## src/rtl/pwm_deadtime.sv

```systemverilog
// Complementary gate-drive generator with programmable dead time.
// Splits a single-ended PWM into high/low drives that never overlap.
module pwm_deadtime #(
    parameter int dead_bits = 8
) (
    input  logic                 clk,
    input  logic                 reset,
    input  logic                 enable,
    input  logic                 pwm_in,
    input  logic [dead_bits-1:0] dead_time,
    output logic                 pwm_hi,
    output logic                 pwm_lo,
    output logic                 dead_active,
    output logic                 swallowed
);

    typedef enum logic [2:0] {
        OFF       = 3'd0,
        LO_ON     = 3'd1,
        DEAD_RISE = 3'd2,
        HI_ON     = 3'd3,
        DEAD_FALL = 3'd4
    } state_t;

    localparam logic [dead_bits-1:0] ONE = {{(dead_bits-1){1'b0}}, 1'b1};

    state_t               r_state;
    state_t               w_next;
    logic [dead_bits-1:0] r_cnt;
    logic [dead_bits-1:0] w_cnt_next;
    logic [dead_bits-1:0] r_dt_q;
    logic [dead_bits-1:0] w_dt_next;
    logic                 w_last;
    logic                 w_swallow;
    logic                 w_hi;
    logic                 w_lo;
    logic                 w_dead;
    logic                 r_hi;
    logic                 r_lo;
    logic                 r_dead;
    logic                 r_swal;

    // A zero latched interval ends after its single entry cycle; cnt+1 cannot
    // overflow because cnt stops at dt_q-1.
    assign w_last = (r_dt_q == '0) || ((r_cnt + ONE) == r_dt_q);

    always_ff @(posedge clk) begin
        if (reset) begin
            r_state <= OFF;
            r_cnt   <= '0;
            r_dt_q  <= '0;
            r_hi    <= 1'b0;
            r_lo    <= 1'b0;
            r_dead  <= 1'b0;
            r_swal  <= 1'b0;
        end else begin
            r_state <= w_next;
            r_cnt   <= w_cnt_next;
            r_dt_q  <= w_dt_next;
            r_hi    <= w_hi;
            r_lo    <= w_lo;
            r_dead  <= w_dead;
            r_swal  <= w_swallow;
        end
    end

    always_comb begin
        w_next     = r_state;
        w_cnt_next = r_cnt;
        w_dt_next  = r_dt_q;
        w_swallow  = 1'b0;
        if (!enable) begin
            w_next     = OFF;
            w_cnt_next = '0;
        end else begin
            unique case (r_state)
                OFF: begin
                    w_next     = pwm_in ? DEAD_RISE : DEAD_FALL;
                    w_dt_next  = dead_time;
                    w_cnt_next = '0;
                end
                LO_ON: begin
                    if (pwm_in) begin
                        if (dead_time == '0) begin
                            w_next = HI_ON;
                        end else begin
                            w_next     = DEAD_RISE;
                            w_dt_next  = dead_time;
                            w_cnt_next = '0;
                        end
                    end
                end
                HI_ON: begin
                    if (!pwm_in) begin
                        if (dead_time == '0) begin
                            w_next = LO_ON;
                        end else begin
                            w_next     = DEAD_FALL;
                            w_dt_next  = dead_time;
                            w_cnt_next = '0;
                        end
                    end
                end
                DEAD_RISE: begin
                    // A reverting input outranks interval completion.
                    if (!pwm_in) begin
                        w_next     = LO_ON;
                        w_swallow  = 1'b1;
                        w_cnt_next = '0;
                    end else if (w_last) begin
                        w_next     = HI_ON;
                        w_cnt_next = '0;
                    end else begin
                        w_cnt_next = r_cnt + ONE;
                    end
                end
                DEAD_FALL: begin
                    if (pwm_in) begin
                        w_next     = HI_ON;
                        w_swallow  = 1'b1;
                        w_cnt_next = '0;
                    end else if (w_last) begin
                        w_next     = LO_ON;
                        w_cnt_next = '0;
                    end else begin
                        w_cnt_next = r_cnt + ONE;
                    end
                end
                default: begin
                    w_next     = OFF;
                    w_cnt_next = '0;
                end
            endcase
        end
    end

    always_comb begin
        w_hi   = (w_next == HI_ON);
        w_lo   = (w_next == LO_ON);
        w_dead = (w_next == DEAD_RISE) || (w_next == DEAD_FALL);
    end

    assign pwm_hi      = r_hi;
    assign pwm_lo      = r_lo;
    assign dead_active = r_dead;
    assign swallowed   = r_swal;

endmodule

```

## config.mk

```make
export PLATFORM = sky130hd
export DESIGN_NAME = pwm_deadtime
export DESIGN_NICKNAME = d
export VERILOG_FILES = /design/src/rtl/pwm_deadtime.sv
export SDC_FILE = /design/constraint.sdc
export NUM_CORES = 1
export LEC_CHECK = 0
export ABC_AREA = 1
export BUFFER_PORTS_ARGS = -buffer_cell sky130_fd_sc_hd__buf_2
export CORE_MARGIN = 3
export CORE_UTILIZATION = 45
export DETAILED_ROUTE_END_ITERATION = 6
export PLACE_DENSITY = 0.68
export SLEW_MARGIN = 15
export SYNTH_ARGS = -nofsm -noshare
export SYNTH_HDL_FRONTEND = slang
export SYNTH_SLANG_ARGS = --single-unit
```

## constraint.sdc

```tcl
create_clock -name clk -period 2.3 [get_ports clk]
set_clock_uncertainty 0.1 [all_clocks]
set_input_delay 0.69 -clock clk [delete_from_list [all_inputs] [get_ports clk]]
set_output_delay 0.69 -clock clk [all_outputs]
set_load 0.02 [all_outputs]
```

# Word level (Yosys, flattened, before mapping)
# Cells that the tools add are included.
classes:
  addsub: 1
  eq_ne: 11
  muxes: 25
  n_bitwise: 1
  n_reduce_logical: 9
op_table:
  columns: ["operator", "n"]
  rows:
  - ["$mux W8", 9]
  - ["$pmux W8 S4", 1]
  - ["$mux W3", 9]
  - ["$pmux W8 S3", 1]
  - ["$logic_not A8 Y1", 2]
  - ["$pmux W3 S5", 1]
  - ["$eq A3 B2 Y1 const B", 4]
  - ["$add A8 B1 Y8 const B", 1]
  - ["$eq A8 B8 Y1", 1]
  - ["$eq A3 B1 Y1 const B", 2]
  - ["$eq A3 B3 Y1 const B", 2]
  - ["$ne A2 B2 Y1 const B", 2]
  - ["$reduce_and A4 Y1", 1]
  - ["$logic_not A3 Y1", 1]
  - ["$mux W1", 3]
  - ["$reduce_bool A3 Y1", 1]
  - ["$logic_or A1 B1 Y1", 2]
  - ["$pmux W1 S2", 1]
  - ["$reduce_and A2 Y1", 1]
  - ["$reduce_or A2 Y1", 1]
  - ["$not A1 Y1", 1]
totals:
  ff_bits: 23
  in_bits: 12
  word_cells: 54

# Depth between registers and ports, before layout
# Gate-level depths: netlist of the first run.
logic_depth:
  ltp_word: 9
  ltp_mapped: 16

# Worst setup path before layout of the first run
# OpenSTA, ideal clock, no wires.
synth_timing:
  kind: "input to register"
  from: "input port dead_time[6]"
  to: "register r_dt_q[0]"
  arrival_time_ps: 1648
  path_slack_ps: 483
  cell_stages: 10
  path_buffers: 1
  cell_sequence: "nor2_1 -> nand2_1 -> nor2_1 -> inv_1 -> nand3_1 -> nand2_1 -> nand4_1 -> buf_2 -> o21ai_0 -> a21oi_1"
synth_between:
  elab_chain_cells: 4
  elab_cells_between_ends: 5
synth_rtl:
  columns: ["item", "line_no", "text"]
  rows:
  - ["from (decl)", "10", "input logic [dead_bits-1:0] dead_time,"]
  - ["$logic_not A8 Y1 *", "84, 95", null]
  - ["$mux W8 *", null, null]
  - ["$mux W8, on equally long branches", null, null]
  - ["$pmux W8 S3 *", null, null]
  - ["to (signal assigned)", "59", "r_dt_q <= w_dt_next;"]
  - ["to (decl)", "31", "logic [dead_bits-1:0] r_dt_q;"]
# Mark *: on every way between the ends. The rest lies on a longest branch, timed or not. The select of a mux whose other input is x is not followed.
# A chain may end at the register's enable or synchronous reset.

# Final worst setup path of the first run
layout_timing:
  from: "register r_cnt[0]"
  to: "register r_dead (netlist: dead_active)"
layout_between:
  elab_chain_cells: 9
  elab_cells_between_ends: 12
layout_rtl:
  columns: ["item", "line_no", "text"]
  rows:
  - ["from (decl)", "29", "logic [dead_bits-1:0] r_cnt;"]
  - ["from (signal assigned)", "58", "r_cnt <= w_cnt_next;"]
  - ["$add A8 B1 Y8 *", "45", "assign w_last = (r_dt_q == '0) || ((r_cnt + ONE) == r_dt_q);"]
  - ["$eq A8 B8 Y1 *", "45", null]
  - ["$logic_or A1 B1 Y1 *", "45", null]
  - ["$mux W3, on equally long branches", "122, 110", null]
  - ["$mux W3, on equally long branches", "118, 106", null]
  - ["$pmux W3 S5 *", "76", "unique case (r_state)"]
  - ["$mux W3 *", "72", "if (!enable) begin"]
  - ["$eq A3 B2 Y1 or $eq A3 B3 Y1 (tied branches)", "140", "w_dead = (w_next == DEAD_RISE) || (w_next == DEAD_FALL);"]
  - ["$logic_or A1 B1 Y1 *", "140", null]
  - ["to (signal assigned)", "62", "r_dead <= w_dead;"]
  - ["to (decl)", "40", "logic r_dead;"]
# Mark *: on every way between the ends. The rest lies on a longest branch, timed or not.

==> results.cfg, run 1 <==
[timing]
slew_violations = 0
rsz0062_at_grt = false
hold_viol_final = 0
fmax_ghz = 0.5111
setup_tns_ns = 0
setup_viol = 0
max_slew_margin_pct = 79.65
worst_slew_pin_slew_ns = 0.3021
fin_crit_sh_pct = 85.07
whs_ns = 0.4008
period_minus_slack_ns = 1.957
setup_slack_ns = 0.3434

[clock_tree]
postCtsSetupBuffers = 0
ctsResizeCount = 0
cts_hold_buffers = 0
h-tree-depth = 1
path_clk_slew_ns = 0.13
cts.path.max_buffers = 2
cts_made_buffers = 3
clk_latency_ns = 0.31
cts-root-buf = clkbuf_4
cts_tree = built
cts_sinks = 23

[floorplanning]
fp.coreArea_um2 = 2781
rows = 19
ioPinCount = 16
die_w_um = 60.29
die_h_um = 60.29
die_area_um2 = 3635
initial_core_util_pct = 47.68

[logic_synthesis]
synth.largest_area_cell = dfxtp_1
yosys-top-cells-count = nand2_1 (43), inv_1 (34), nand3_1 (24)
synthDominantCellAreaShare_pct = 34.72
synth-main-ff-cell = dfxtp_1
synthTopCellsByArea = dfxtp_1 (35%), nand2_1 (12%), inv_1 (9.6%)
yosysMostFrequentCell = nand2_1
synth_seq_cells = 23
netlist_instances = 206
synth_nets = 219
seq_area_frac_synth_pct = 34.72
syn-cell-area_um2 = 1326
yosys.cell_types.count = 24
async_reset_ff_share_pct = 0
synth.avg_cell_area_um2 = 6.438
ys_warn_count = 0
synth_edf_count = 0

[detailed_routing]
finalWirelength_um = 2763
dr_total_vias = 1257
wl_per_cell_um = 10.79
drtIter0Drc = 37
ant_nets = 0
via_per_inst = 4.910
post-route-drc-count = 0
first_pass_iters = 6

[pwr]
switching_power_uw = 207.7
swShare_pct = 28.13
p_int_uw = 530.7
clock_power_share_pct = 25.1
pwr-share-comb_pct = 16.3
peakVddDrop_v = 0.0004207
powerDensity_nw_per_um2 = 502.7
power_frac_seq_pct = 58.5
p_leak_uw = 0.0006345

[global_route]
first_global_vias = 1073
grt_max_degree = 17
overflow = 0
gr-usage-all-layers_pct = 16.66
antenna_found_initial = 0
grt_pass1_wl_um = 4657

[cells_and_area]
fin_util_pct = 52.81
antenna_cells = 0
final_nets = 239
drive_gt1_share_pct = 15.56
syn_to_final_growth_pct = 10.75
finalNonFillerCells = 256

[worst_setup_path]
required_ns = 2.41
cp-end-kind = flip-flop
path_max_fanout = 5
setup.worst_path.start = r_cnt[0]
worstReg2RegStart = r_cnt[0]
critPathLaunchType = flip-flop
path_class = flip-flop to flip-flop
arrival_ns = 2.07

[run]
max_cap_violations = 0

[place]
dp_cells = 252
finalWeightedCongestion = 0.8967
portBuffers = 15
dp_hpwl_um = 2170
place_ws_ns = 0.2941

[worst_hold_path]
holdCritStartpoint = r_dt_q[7]
hold_class = flip-flop to flip-flop

[run_status]
status = finished, final reports clean
[final timing paths]
check             slack [ns]  cells after the start     endpoint
setup / recovery        0.34                     14  dead_active
hold / removal          0.40                      2    r_dt_q[7]
setup reg to reg        0.34                     14  dead_active
hold reg to reg         0.40                      2    r_dt_q[7]
[power by group through the flow]
stage          registers, µW  clock network [µW]  logic (µW)
2_1_floorplan            441                   0        82.7
3_3_place_gp             441                   0         121
3_5_place_dp             441                   0         121
4_1_cts                  432                 191         121
5_1_grt                  435                 209         140
6_report                 432                 186         121
[cells in the final DEF, fill, tap and decap left out, types with 2 or more instances in the layout]
| cell type | count |
|---|---|
| nor2_1 | 23 |
| nand3_1 | 24 |
| nand3_2 | 4 |
| dfxtp_1 | 23 |
| nor4_1 | 2 |
| o21ai_0 | 16 |
| a21oi_1 | 16 |
| inv_1 | 34 |
| buf_2 | 15 |
| nor2_2 | 2 |
| nor2_4 | 2 |
| nand2_1 | 43 |
| clkbuf_4 | 3 |
| nand2_2 | 5 |
[flip-flops by register name, summed over array words and instances (netlist names)]
signal,flops
dead_active,1
pwm_hi,1
pwm_lo,1
r_cnt,8
r_dt_q,8
r_state,3
swallowed,1
[metal layers]
metal  GRT usage, %  routed length, µm  up-vias
li1               -                  -      697
met1          24.97               1492      534
met3          2.160                 79        6
met5              0                  0        -
met2          24.23               1143       20
met4          5.380                 47        0
[layout make-up]
| type | count | area, µm² |
|---|---|---|
| inverters | 35 | 131.4 |
| well taps | 31 | 38.79 |
| repair buffers | 16 | 82.58 |
| flip-flops and latches | 23 | 460.4 |
| multi-input cells | 147 | 729.5 |
| clock buffers | 4 | 26.28 |
| fillers | 298 | 1313 |
[stage by stage]
step	total power (µW)	area, µm²
after global routing	784.1	1469
after detailed placement	562.2	1443
after global placement	561.8	1443
after CTS	744.0	1469
final	738.4	1469
after floorplan	523.3	1326
[worst max-delay path: stages (launching register included)]
cell	delay, ns
dfxtp_1	0.42
ha_1	0.20
nand2_2	0.12
nor2_4	0.15
nand3_2	0.09
nand3_1	0.09
nand2_1	0.06
nor2_1	0.13
nand3_2	0.12
nand3_2	0.07
nand2_1	0.07
nand2_2	0.08
nand2_2	0.06
nand2_1	0.06
nor2_1	0.04
[kinds of logic (layout without fill, tap and decap cells)]
family,count (synthesis),after routing,synth area share (%)
and+or+nand+nor,107,107,37.83
buffers and inverters,36,55,10.28
DFF,23,23,34.72
AOI/OAI and AO/OA,37,37,14.91
adders and majority gates,1,1,0.9432
xor gates and xnor gates,2,2,1.321
Power figures use the tool's default switching activity.
==> run 2: changes to the inputs <==
Settings changed: CORE_MARGIN 3 to default.
==> run 2 against run 1 <==
Against the previous run:
- setup slack got worse by 0.011 ns
- critical path depth is 2 lower
- power grew 0.17%
- worst hold slack worse by 0.00084 ns
- cell count unchanged
- sequential power about the same
- core utilization is the same
- sequential cell count stayed put
- clock-buffer cell count stayed put
- final area did not move
==> results.cfg, run 2 (synthesis results as in run 1) <==
[floorplanning]
initial_core_util_pct = 47.68
rows = 19
fp.coreArea_um2 = 2781
ioPinCount = 16
die_h_um = 56.29
die_w_um = 56.29
die_area_um2 = 3169

[worst_setup_path]
arrival_ns = 2.08
path_max_fanout = 5
critPathLaunchType = flip-flop
path_class = flip-flop to flip-flop
cp-end-kind = flip-flop
required_ns = 2.41
timing.reg2reg.setup_slack_ns = 0.33

[cells_and_area]
reg_top3 = r_cnt x8, r_dt_q x8, r_state x3
final_common_cell = nand2_1
syn_to_final_growth_pct = 10.75
fillers = 294
antenna_cells = 0
drive_gt1_share_pct = 15.56
final_nets = 239
mostFrequentLayoutCells = nand2_1 (43), inv_1 (34), nand3_1 (24)

[timing]
slew_violations = 0
max_slew_margin_pct = 71.03
setup_viol = 0
fin_crit_sh_pct = 85.53
rsz0062_at_grt = false
period_minus_slack_ns = 1.967
setup_slack_ns = 0.3329
fmax_ghz = 0.5084
worst_slew_pin_slew_ns = 0.4333
setup_tns_ns = 0
hold_viol_final = 0
whs_ns = 0.4000

[detailed_routing]
post-route-drc-count = 0
ant_nets = 0
first_pass_iters = 4
dr_total_vias = 1247
drtIter0Drc = 33
finalWirelength_um = 2719
via_per_inst = 4.871
wl_per_cell_um = 10.62

[place]
finalWeightedCongestion = 0.9773
portBuffers = 15
dp_hpwl_um = 2159
place_ws_ns = 0.1296

[pwr]
p_leak_uw = 0.0006345
peakVddDrop_v = 0.0003373
powerDensity_nw_per_um2 = 503.6

[global_route]
grt_max_degree = 15
gr-usage-all-layers_pct = 18.98
overflow = 0
antenna_found_initial = 0
first_global_vias = 1144
grt_pass1_wl_um = 4809

[run_status]
status = finished, final reports clean

[clock_tree]
path_clk_slew_ns = 0.12
cts_tree = built
ctsResizeCount = 0
cts_sinks = 23
clk_latency_ns = 0.31
cts_made_buffers = 3
cts-root-buf = clkbuf_4
cts_hold_buffers = 0
cts.path.max_buffers = 2
postCtsSetupBuffers = 0
h-tree-depth = 1

[run]
max_cap_violations = 0

[worst_hold_path]
hold_class = flip-flop to flip-flop
## run 2: cell counts in the layout (fill, tap and decap cells not counted)
No cell type changed its count.
## run 2: final timing paths
| check | from | to | depth (start not counted) |
|---|---|---|---|
| setup / recovery | r_cnt[0] | dead_active | 12 |
| hold reg to reg | r_dt_q[0] | r_dt_q[0] | 2 |
| setup reg to reg | r_cnt[0] | dead_active | 12 |
| hold / removal | r_dt_q[0] | r_dt_q[0] | 2 |
## run 2: per-stage QoR
stage          std cells  instance area, µm²  power [µW]  util [%]
3_5_place_dp         252                1443       562.6     51.87
4_1_cts              256                1469       745.9     52.81
2_1_floorplan        206                1326       523.3         -
6_report             256                1469       739.7     52.81
3_3_place_gp         252                1443       562.3     51.87
5_1_grt              256                1469       781.5     52.81
## run 2: power by group
group | switching, µW | leakage (µW) | internal, µW
registers | 15.4 | 0.000188 | 417
logic | 75.2 | 0.000431 | 46.0
clock network | 118 | 0.0000150 | 67.8
total | 209 | 0.000634 | 531
## run 2: per-layer routing
| metal | vias up | track usage [%] | part of all wire, % | wire (µm) |
|---|---|---|---|---|
| met3 | 4 | 2.074 | 3.4 | 93 |
| met5 | - | 0 | 0 | 0 |
| met1 | 514 | 26.96 | 54 | 1464 |
| met2 | 28 | 29.59 | 41 | 1122 |
| met4 | 0 | 7.317 | 1.4 | 39 |
| li1 | 701 | - | - | - |
## run 2: critical path, cell delays in order, from the launching register on
cell and delay (ns):
dfxtp_1 0.42, ha_1 0.21, nand2_2 0.11, nor2_4 0.15, nand3_1 0.09, nand3_1 0.08, nand2_1 0.07, nor2_1 0.15
nand3_2 0.12, nand3_1 0.09, nand2_1 0.07, o21ai_0 0.15, nor2_1 0.07
## run 2: final cells by class
cell class / count / area (µm²) / share of cell area (%)
multi-input cells: 147 / 729.5 / 49.66
flip-flops and latches: 23 / 460.4 / 31.35
inverters: 35 / 131.4 / 8.944
repair buffers: 16 / 82.58 / 5.622
well taps: 31 / 38.79 / 2.641
clock buffers: 4 / 26.28 / 1.789
==> run 3: changes to the inputs <==
Settings changed: BUFFER_PORTS_ARGS -buffer_cell sky130_fd_sc_hd__buf_2 to -buffer_cell sky130_fd_sc_hd__buf_4, CORE_UTILIZATION 45 to 37, PLACE_DENSITY 0.68 to 0.59.
==> run 3 against run 2 <==
Against the previous run:
- combinational power grew 7%
- non-clock buffer count is the same
- register-to-register slack is essentially flat
- clock power grew 3%
- core utilization shrank 7.8 points
- cell count grew 5.9%
- setup slack gained 0.0053 ns
- critical path type unchanged
- largest cell class unchanged
==> results.cfg, run 3 (synthesis results as in run 1) <==
[floorplanning]
fp.coreArea_um2 = 3390
die_area_um2 = 3828
initial_core_util_pct = 39.13
rows = 21
die_h_um = 61.87
ioPinCount = 16
die_w_um = 61.87

[cells_and_area]
mostFrequentLayoutCells = nand2_1 (43), inv_1 (34), nand3_1 (24)
fillers = 372
stdcell_area_um2 = 1525
final_nets = 239
final_common_cell = nand2_1
register_area_um2 = 460.4
syn_to_final_growth_pct = 15.00
antenna_cells = 0
reg_top3 = r_cnt x8, r_dt_q x8, r_state x3
multi_input_area_um2 = 729.5
drive_gt1_share_pct = 15.56

[clock_tree]
ctsResizeCount = 0
cts_sinks = 23
cts-root-buf = clkbuf_4
cts_made_buffers = 3
postCtsSetupBuffers = 0
cts_tree = built
clk_latency_ns = 0.31
cts.path.max_buffers = 2
path_clk_slew_ns = 0.13
cts_hold_buffers = 0
h-tree-depth = 1

[timing]
setup_tns_ns = 0
rsz0062_at_grt = false
setup_viol = 0
slew_violations = 0
period_minus_slack_ns = 1.962
max_slew_margin_pct = 79.11
worst_slew_pin_slew_ns = 0.3130
fmax_ghz = 0.5097
fin_crit_sh_pct = 85.30
hold_viol_final = 0

[global_route]
first_global_vias = 1152
grt_max_degree = 17
antenna_found_initial = 0
grt_pass1_wl_um = 4933
overflow = 0
gr-usage-all-layers_pct = 17.45

[worst_setup_path]
r2r_cells = 12
r2r_end = dead_active
critPathLaunchType = flip-flop
timing.reg2reg.setup_slack_ns = 0.34
arrival_ns = 2.08
worstReg2RegStart = r_cnt[0]
path_max_fanout = 5
setup.worst_path.start = r_cnt[0]
cp-end-kind = flip-flop
required_ns = 2.42
path_class = flip-flop to flip-flop

[pwr]
pwr-share-comb_pct = 17.1
switching_power_uw = 216.0
peakVddDrop_v = 0.0002328
swShare_pct = 28.66
p_leak_uw = 0.0006442
power_frac_seq_pct = 57.5
p_int_uw = 537.6
powerDensity_nw_per_um2 = 494.1
clock_power_share_pct = 25.4

[detailed_routing]
drtIter0Drc = 42
first_pass_iters = 4
post-route-drc-count = 0
dr_total_vias = 1260
wl_per_cell_um = 10.89
ant_nets = 0
finalWirelength_um = 2950
via_per_inst = 4.649

[run_status]
status = finished, final reports clean

[run]
max_cap_violations = 0

[place]
portBuffers = 15
dp_hpwl_um = 2277
place_area_um2 = 1499
finalWeightedCongestion = 0.8528

[worst_hold_path]
holdPathEnd = r_dt_q[7]
holdCritStartpoint = r_dt_q[7]
hold_class = flip-flop to flip-flop
min_path_cells = 2
## run 3: cell counts in the layout (fill, tap and decap cells not counted)
No cell type changed its count.
## run 3: cell type report
class	count	share of cell area, %
Multi-Input combinational cell	147	47.83
Sequential cell	23	30.19
Inverter	35	8.614
Timing Repair Buffer	16	7.875
Tap cell	46	3.774
Clock buffer	4	1.723
## run 3: worst max-delay path by stage
stage                     slack, ns  depth (start not counted)           to
after floorplan                0.48                         10    r_dt_q[0]
after global placement         0.30                         11    r_dt_q[3]
after detailed placement       0.28                         11    r_dt_q[5]
after CTS                      0.31                         12  dead_active
after global routing           0.14                         13     r_cnt[5]
final                          0.34                         12  dead_active
## run 3: power groups by stage
stage	combinational, µW	clock [µW]	sequential [µW]
6_report	129	191	433
5_1_grt	146	214	437
4_1_cts	130	200	434
3_5_place_dp	130	0	442
3_3_place_gp	130	0	443
2_1_floorplan	82.7	0	441
## run 3: worst max-delay path, stage by stage (launching register included)
cell     delay, ns
dfxtp_1       0.42
ha_1          0.21
nand2_2       0.11
nor2_4        0.15
nand3_1       0.09
nand3_1       0.08
nand2_1       0.06
nor2_1        0.14
nand3_2       0.13
nand3_1       0.10
nand2_1       0.07
o21ai_0       0.16
nor2_1        0.06
## run 3: routing by layer
layer	global-route usage (%)	vias up	routed length, µm	part of all wire, %
met1	24.53	535	1501	51
met3	1.863	4	84	2.8
met2	27.96	21	1328	45
met4	5.714	0	36	1.2
met5	0	-	0	0
li1	-	700	-	-
## run 3: stage by stage
step / util (%) / worst slack (ns) / power, µW / hold slack [ns] / cells
2_1_floorplan: - / 0.4827 / 523.3 / 0.3482 / 206
3_3_place_gp: 44.22 / 0.3026 / 572.7 / 0.3859 / 267
3_5_place_dp: 44.22 / 0.2781 / 572.3 / 0.3858 / 267
4_1_cts: 45.00 / 0.3098 / 764.2 / 0.4048 / 271
5_1_grt: 45.00 / 0.1432 / 796.0 / 0.4344 / 271
6_report: 45.00 / 0.3381 / 753.6 / 0.4000 / 271
